`config.mk`:
```
export PLATFORM = sky130hd
export DESIGN_NAME = stream_arb_2to1
export DESIGN_NICKNAME = d
export VERILOG_FILES = /design/src/rtl/stream_arb_2to1_pkg.sv /design/src/rtl/stream_arb_2to1_mux.sv /design/src/rtl/stream_arb_2to1.sv
export SDC_FILE = /design/constraint.sdc
export NUM_CORES = 1
export LEC_CHECK = 0
export CORE_MARGIN = 5
export CORE_UTILIZATION = 30
export DETAILED_ROUTE_END_ITERATION = 6
export PLACE_DENSITY = 0.72
export SKIP_LAST_GASP = 1
export SYNTH_ARGS = -nofsm -noshare
export SYNTH_HDL_FRONTEND = slang
export SYNTH_SLANG_ARGS = --single-unit
```
`constraint.sdc`:
```
create_clock -name clk -period 1.5 [get_ports clk]
set_clock_uncertainty 0.2 [all_clocks]
set_input_delay 0.15 -clock clk [delete_from_list [all_inputs] [get_ports clk]]
set_output_delay 0.15 -clock clk [all_outputs]
set_load 0.005 [all_outputs]
```
`src/rtl/stream_arb_2to1_pkg.sv`:
```
// rtl/stream_arb_2to1_pkg.sv - shared types and defaults for the 2:1 stream arbiter
package stream_arb_2to1_pkg;

    localparam int IN_D_W_DEF = 8;

    typedef enum logic [1:0] {
        IDLE  = 2'd0,
        LOCK0 = 2'd1,
        LOCK1 = 2'd2
    } arb_st_t;

endpackage

```
`src/rtl/stream_arb_2to1_mux.sv`:
```
// rtl/stream_arb_2to1_mux.sv - 2:1 datapath mux shared by the arbiter
module stream_arb_2to1_mux #(
    parameter int W = 8
) (
    input  logic         sel_i,
    input  logic [W-1:0] a_i,
    input  logic [W-1:0] b_i,
    output logic [W-1:0] y_o
);

    assign y_o = sel_i ? b_i : a_i;

endmodule

```
`src/rtl/stream_arb_2to1.sv`:
```
// rtl/stream_arb_2to1.sv - round-robin 2:1 stream arbiter, burst lock under STREAM_ARB_LOCK_EN
module stream_arb_2to1
    import stream_arb_2to1_pkg::*;
#(
    parameter int In_d_W = IN_D_W_DEF
) (
    input  logic              clk,
    input  logic              rst_n,
    input  logic              I0_valid,
    input  logic [In_d_W-1:0] I0_data,
    input  logic              I0_last,
    output logic              I0_ready,
    input  logic              I1_valid,
    input  logic [In_d_W-1:0] I1_data,
    input  logic              I1_last,
    output logic              I1_ready,
    output logic              Y_valid,
    output logic [In_d_W-1:0] Y_data,
    output logic              Y_last,
    output logic              Y_sel,
    input  logic              Y_ready,
    output logic              busy
);

    arb_st_t           state_q, state_d;
    logic              prio_q, prio_d;
    logic              y_valid_q, y_valid_d;
    logic [In_d_W-1:0] y_data_q, y_data_d;
    logic              y_last_q, y_last_d;
    logic              y_sel_q, y_sel_d;

    logic            free;
    logic            gnt_vld;
    logic            gnt_idx;
    logic            acc;
    logic            acc_last;
    logic [In_d_W:0] mux_y;

    assign free = !y_valid_q || Y_ready;

    always_comb begin
        gnt_vld = 1'b0;
        gnt_idx = 1'b0;
        case (state_q)
            LOCK0: begin
                gnt_vld = 1'b1;
                gnt_idx = 1'b0;
            end
            LOCK1: begin
                gnt_vld = 1'b1;
                gnt_idx = 1'b1;
            end
            default: begin
                if (I0_valid && I1_valid) begin
                    gnt_vld = 1'b1;
                    gnt_idx = prio_q;
                end else if (I0_valid) begin
                    gnt_vld = 1'b1;
                    gnt_idx = 1'b0;
                end else if (I1_valid) begin
                    gnt_vld = 1'b1;
                    gnt_idx = 1'b1;
                end
            end
        endcase
    end

    assign I0_ready = free && gnt_vld && !gnt_idx;
    assign I1_ready = free && gnt_vld && gnt_idx;
    assign acc      = gnt_vld && free && (gnt_idx ? I1_valid : I0_valid);

    // last travels with the data so the output register sees one mux result
    stream_arb_2to1_mux #(.W(In_d_W + 1)) u_mux (
        .sel_i (gnt_idx),
        .a_i   ({I0_last, I0_data}),
        .b_i   ({I1_last, I1_data}),
        .y_o   (mux_y)
    );

`ifdef STREAM_ARB_LOCK_EN
    assign acc_last = mux_y[In_d_W];
    assign busy     = (state_q != IDLE);
`else
    assign acc_last = 1'b1;
    assign busy     = 1'b0;
`endif

    always_comb begin
        state_d   = state_q;
        prio_d    = prio_q;
        y_valid_d = y_valid_q;
        y_data_d  = y_data_q;
        y_last_d  = y_last_q;
        y_sel_d   = y_sel_q;
        if (acc) begin
            y_valid_d = 1'b1;
            y_data_d  = mux_y[In_d_W-1:0];
            y_last_d  = mux_y[In_d_W];
            y_sel_d   = gnt_idx;
            if (acc_last) begin
                state_d = IDLE;
                prio_d  = ~gnt_idx;
            end else begin
                state_d = gnt_idx ? LOCK1 : LOCK0;
            end
        end else if (free) begin
            y_valid_d = 1'b0;
        end
    end

    always_ff @(posedge clk or negedge rst_n) begin
        if (!rst_n) begin
            state_q   <= IDLE;
            prio_q    <= 1'b0;
            y_valid_q <= 1'b0;
            y_data_q  <= '0;
            y_last_q  <= 1'b0;
            y_sel_q   <= 1'b0;
        end else begin
            state_q   <= state_d;
            prio_q    <= prio_d;
            y_valid_q <= y_valid_d;
            y_data_q  <= y_data_d;
            y_last_q  <= y_last_d;
            y_sel_q   <= y_sel_d;
        end
    end

    assign Y_valid = y_valid_q;
    assign Y_data  = y_data_q;
    assign Y_last  = y_last_q;
    assign Y_sel   = y_sel_q;

endmodule

```
[After elaboration in Yosys (flattened, before gate mapping)]
Index checks and enable logic that the tools add are counted.
Storage, ports and cells
  register bits: 12
  memory bits (read-only): 0
  bits in latches: 0
  bits in writable memories: 0
  output and inout port bits: 14
  input bits: 23
  memories: 0
  logic and storage cells: 24
Operators by class
  add/subtract/negate cells: 0
  mux-type cells: 9
  div/mod/pow operators: 0
  shift operators: 0
  magnitude comparators: 0
  equal/unequal tests: 0
  reduce and logical (&&, ||, !) cells: 9
  multiply operators: 0
  bitwise gates (word level): 1
Operators by type and width (number)
  2-to-1 mux 9 bit: 1
  2-to-1 mux 1 bit: 8
  logical AND 1 bit: 5
  logical NOT 1 bit: 2
  nonzero test 2 bit: 1
  logical OR 1 bit: 1
  NOT 1 bit: 1

[Longest topological paths before layout]
  depth after elaboration: 6
  mapped depth: 4
  gate-level depth less buffers: 3

[Cells and area by module]
Synthesis repeated with hierarchy kept, for this count alone.
Second synthesis, totals
  cells, all modules: 47
  area total of the unflattened synthesis: 683.2 sq um
By module, submodules not included
  stream_arb_2to1: cells each 37, seq. area each 300.3 sq um, area each 536.8 sq um, instances 1
  stream_arb_2to1_mux: cells each 10, seq. area each 0.0 sq um, area each 146.4 sq um, instances 1

[Worst setup path before layout]
Ideal clock, no wire load.
  kind: register to register
  from: register y_valid_q, in the netlist Y_valid
  to: register y_data_q[1], in the netlist Y_data[1]
  required time: 1.174 ns
  buffers on the path: 1
  slack: 0.142 ns
  stages on the path, launching flop included: 5
  library setup time: 0.126 ns
  arrival: 1.032 ns
  period minus slack after synthesis: 1.358 ns
  cells stage by stage: dfrtp_1 -> nand2b_1 -> and3_4 -> buf_6 -> a221o_1
Between the ends
  longest elaborated chain between the ends: 4
RTL lines
  from (decl): line stream_arb_2to1.sv:27  | logic y_valid_q, y_valid_d;
  from (signal assigned): line stream_arb_2to1.sv:122  | y_valid_q <= y_valid_d;
  logical NOT 1 bit: line stream_arb_2to1.sv:39  | assign free = !y_valid_q || Y_ready;
  logical OR 1 bit: line stream_arb_2to1.sv:39
  logical AND 1 bit (2 in a row): line stream_arb_2to1.sv:70  | assign acc = gnt_vld && free && (gnt_idx ? I1_valid : I0_valid);
  to (signal assigned): line stream_arb_2to1.sv:123  | y_data_q <= y_data_d;
  to (decl): line stream_arb_2to1.sv:28  | logic [In_d_W-1:0] y_data_q, y_data_d;
No other way between the ends.
A chain may end at the register's enable or synchronous reset.

[Final worst setup path]
  from: register y_valid_q, in the netlist Y_valid
  to: register y_data_q[6], in the netlist Y_data[6]
Same word-level chain as after synthesis.

==> flow_summary.ini <==
[clock_tree]
clkSinkCount = 12
cts_buffers = 3
htree_levels = 1
clk_pin_slew_ps = 70
cts_tree = done
clock_path_buffers = 2
insertion_delay_ps = 260
clockRootBuffer = clkbuf_4

[pwr]
pwr-share-seq = 0.427
power_switching_uw = 246
netSwitchingFraction = 0.263
power_leakage_nw = 0.578
cellPowerDensity_mw_per_mm2 = 831
p_int_uw = 688
clkPwrFrac = 0.211
ir_drop_v = 0.000466
finalPower_uw = 934
p_comb_frac = 0.363

[global_routing]
antenna_found_initial = 0
grt_pass1_wl_um = 2730
grt-ovfl-total = 0
grt_max_degree = 13
grt_pass1_vias = 628
track_usage = 0.129

[routing]
drt_iter0_markers = 13
dr.pass1.iters = 4
ant_nets = 0
routed_wl_um = 1870
wl_per_cell_um = 14.0
viasPerCell = 4.63
drc_errors = 0
vias = 620

[sta]
finalHoldViolations = 0
setup-tns-final_ps = 0
grt_setup_unrepaired = yes
hold_slack_ps = 176
final-setup-viol-count = 0
finalMaxSlewViolations = 0
min_period_over_period = 0.990
fin_crit_ps = 1480
setup_ws_ps = 15.1
max_freq_ghz = 0.673

[final_layout]
mostFrequentLayoutCells = clkdlybuf4s50_1, buf_4, dfrtp_1, nand2_1
multi_input_area_um2 = 264
design_area_mm2 = 0.00112
fillerInstances = 172
stdcell_count = 134
n_antenna_cell = 0
drive_above_1_share = 0.243
final_common_cell = clkdlybuf4s50_1
regArea_um2 = 300
areaGrowthSynthToFinish_pct = 93.1
nets = 132
fin_util = 0.591

[placement]
dp.cells = 125
dpl_cell_area_mm2 = 0.00101
port_buffers = 35
gp_congestion = 0.851
dpl.hpwl_um = 1380
pre_cts_slack_ps = -409

[yosys]
syn-cell-area_um2 = 582
seq_area_frac_synth = 0.516
synth_area_per_cell_um2 = 10.0
yosysWarnings = 0
synth_nets = 81
syn_inst = 58
ys_ff_latch = 12
synth_cell_types = 16

[setup_path]
path_class = reg2reg
r2r_slack_ps = 20
required_ps = 1450
cp_cell_sequence = buf_4 -> nand2b_4 -> and3_4 -> buf_6 -> a221o_1
cp_slowest_cell = dfrtp_1
critPathMaxStageDelay_ps = 360
arrival_ps = 1430
cp_max_fo = 10
cp-end-kind = flop
worst_setup_path_start_kind = flop

[floorplan]
dieArea_mm2 = 0.00292
dieWidth_um = 54.0
io_pins = 37
core_area_mm2 = 0.00190
rows = 16
fp.dieH_um = 54.0
initial_core_util = 0.306

[job]
drv_cap = 0

[outcome]
status = finished clean

[worst_hold_path]
min_path_type = in2reg
==> cells by family after synthesis <==
logic type,synth area share
other,0.00645
and+or+nand+nor,0.217
DFF,0.516
buffers and inverters,0.0796
AOI/OAI and AO/OA,0.181
==> registers in the layout (all words and copies together) (netlist names) <==
name     count
Y_data       8
Y_last       1
Y_sel        1
Y_valid      1
prio_q       1
==> path summary, 6_finish.rpt <==
check                           from         to  cells past startpoint
max                          Y_valid  Y_data[6]                      5
min                         I1_valid    Y_valid                      3
max reg2reg                  Y_valid  Y_data[6]                      5
min reg2reg                Y_data[4]  Y_data[4]                      1
max in group asynchronous      rst_n    Y_valid                      3
min in group asynchronous      rst_n      Y_sel                      3
==> worst max-delay path: cells and delay by family, from the launching register on <==
kind	cells	cell delay [ps]
AOI/OAI and AO/OA	1	350
buffers and inverters	2	260
and+or+nand+nor	2	200
DFF	1	360
==> per-layer routing <==
| metal | track usage | up-vias | wire length, µm |
|---|---|---|---|
| li1 | - | 309 | - |
| met1 | 0.139 | 285 | 725 |
| met2 | 0.252 | 22 | 1010 |
| met3 | 0.0111 | 4 | 97 |
| met4 | 0.0498 | 0 | 40 |
| met5 | 0 | - | 0 |
==> cell usage after synthesis <==
cell type / number / area (µm²)
dfrtp_1: 12 / 300
nand2_1: 10 / 37.5
a221o_1: 9 / 90.1
nor3_1: 9 / 45.0
buf_2: 4 / 20.0
a21oi_1: 2 / 10.0
inv_1: 2 / 7.51
nor2b_1: 2 / 12.5
and3_4: 1 / 11.3
buf_4: 1 / 7.51
buf_6: 1 / 11.3
conb_1: 1 / 3.75
nand2b_1: 1 / 6.26
nor3b_1: 1 / 7.51
o21ai_0: 1 / 5.00
or3_1: 1 / 6.26
==> power by group through the flow <==
stage	combinational [mW]	clock (mW)	sequential (mW)
2_1_floorplan	0.0981	0	0.409
3_3_place_gp	0.300	0	0.405
3_5_place_dp	0.304	0	0.407
4_1_cts	0.308	0.203	0.401
5_1_grt	0.366	0.218	0.404
6_report	0.339	0.197	0.399
==> what timing repair did <==
item | CTS | global route
buffers inserted | 0 | 5
pin swaps | 2 | 2
hold buffers | 1 | 0
endpoints found under the hold margin | 12 | 0
resized for setup | 13 | 13
endpoints found under the setup margin | 12 | 21
==> cell type report <==
| cell class | instances | area share |
|---|---|---|
| clock buffers | 3 | 0.0200 |
| inverters | 2 | 0.00668 |
| multi-input cells | 38 | 0.235 |
| flip-flops and latches | 12 | 0.267 |
| well taps | 27 | 0.0301 |
| repair buffers | 52 | 0.441 |
Note: power is estimated with default switching activity, not from simulation.
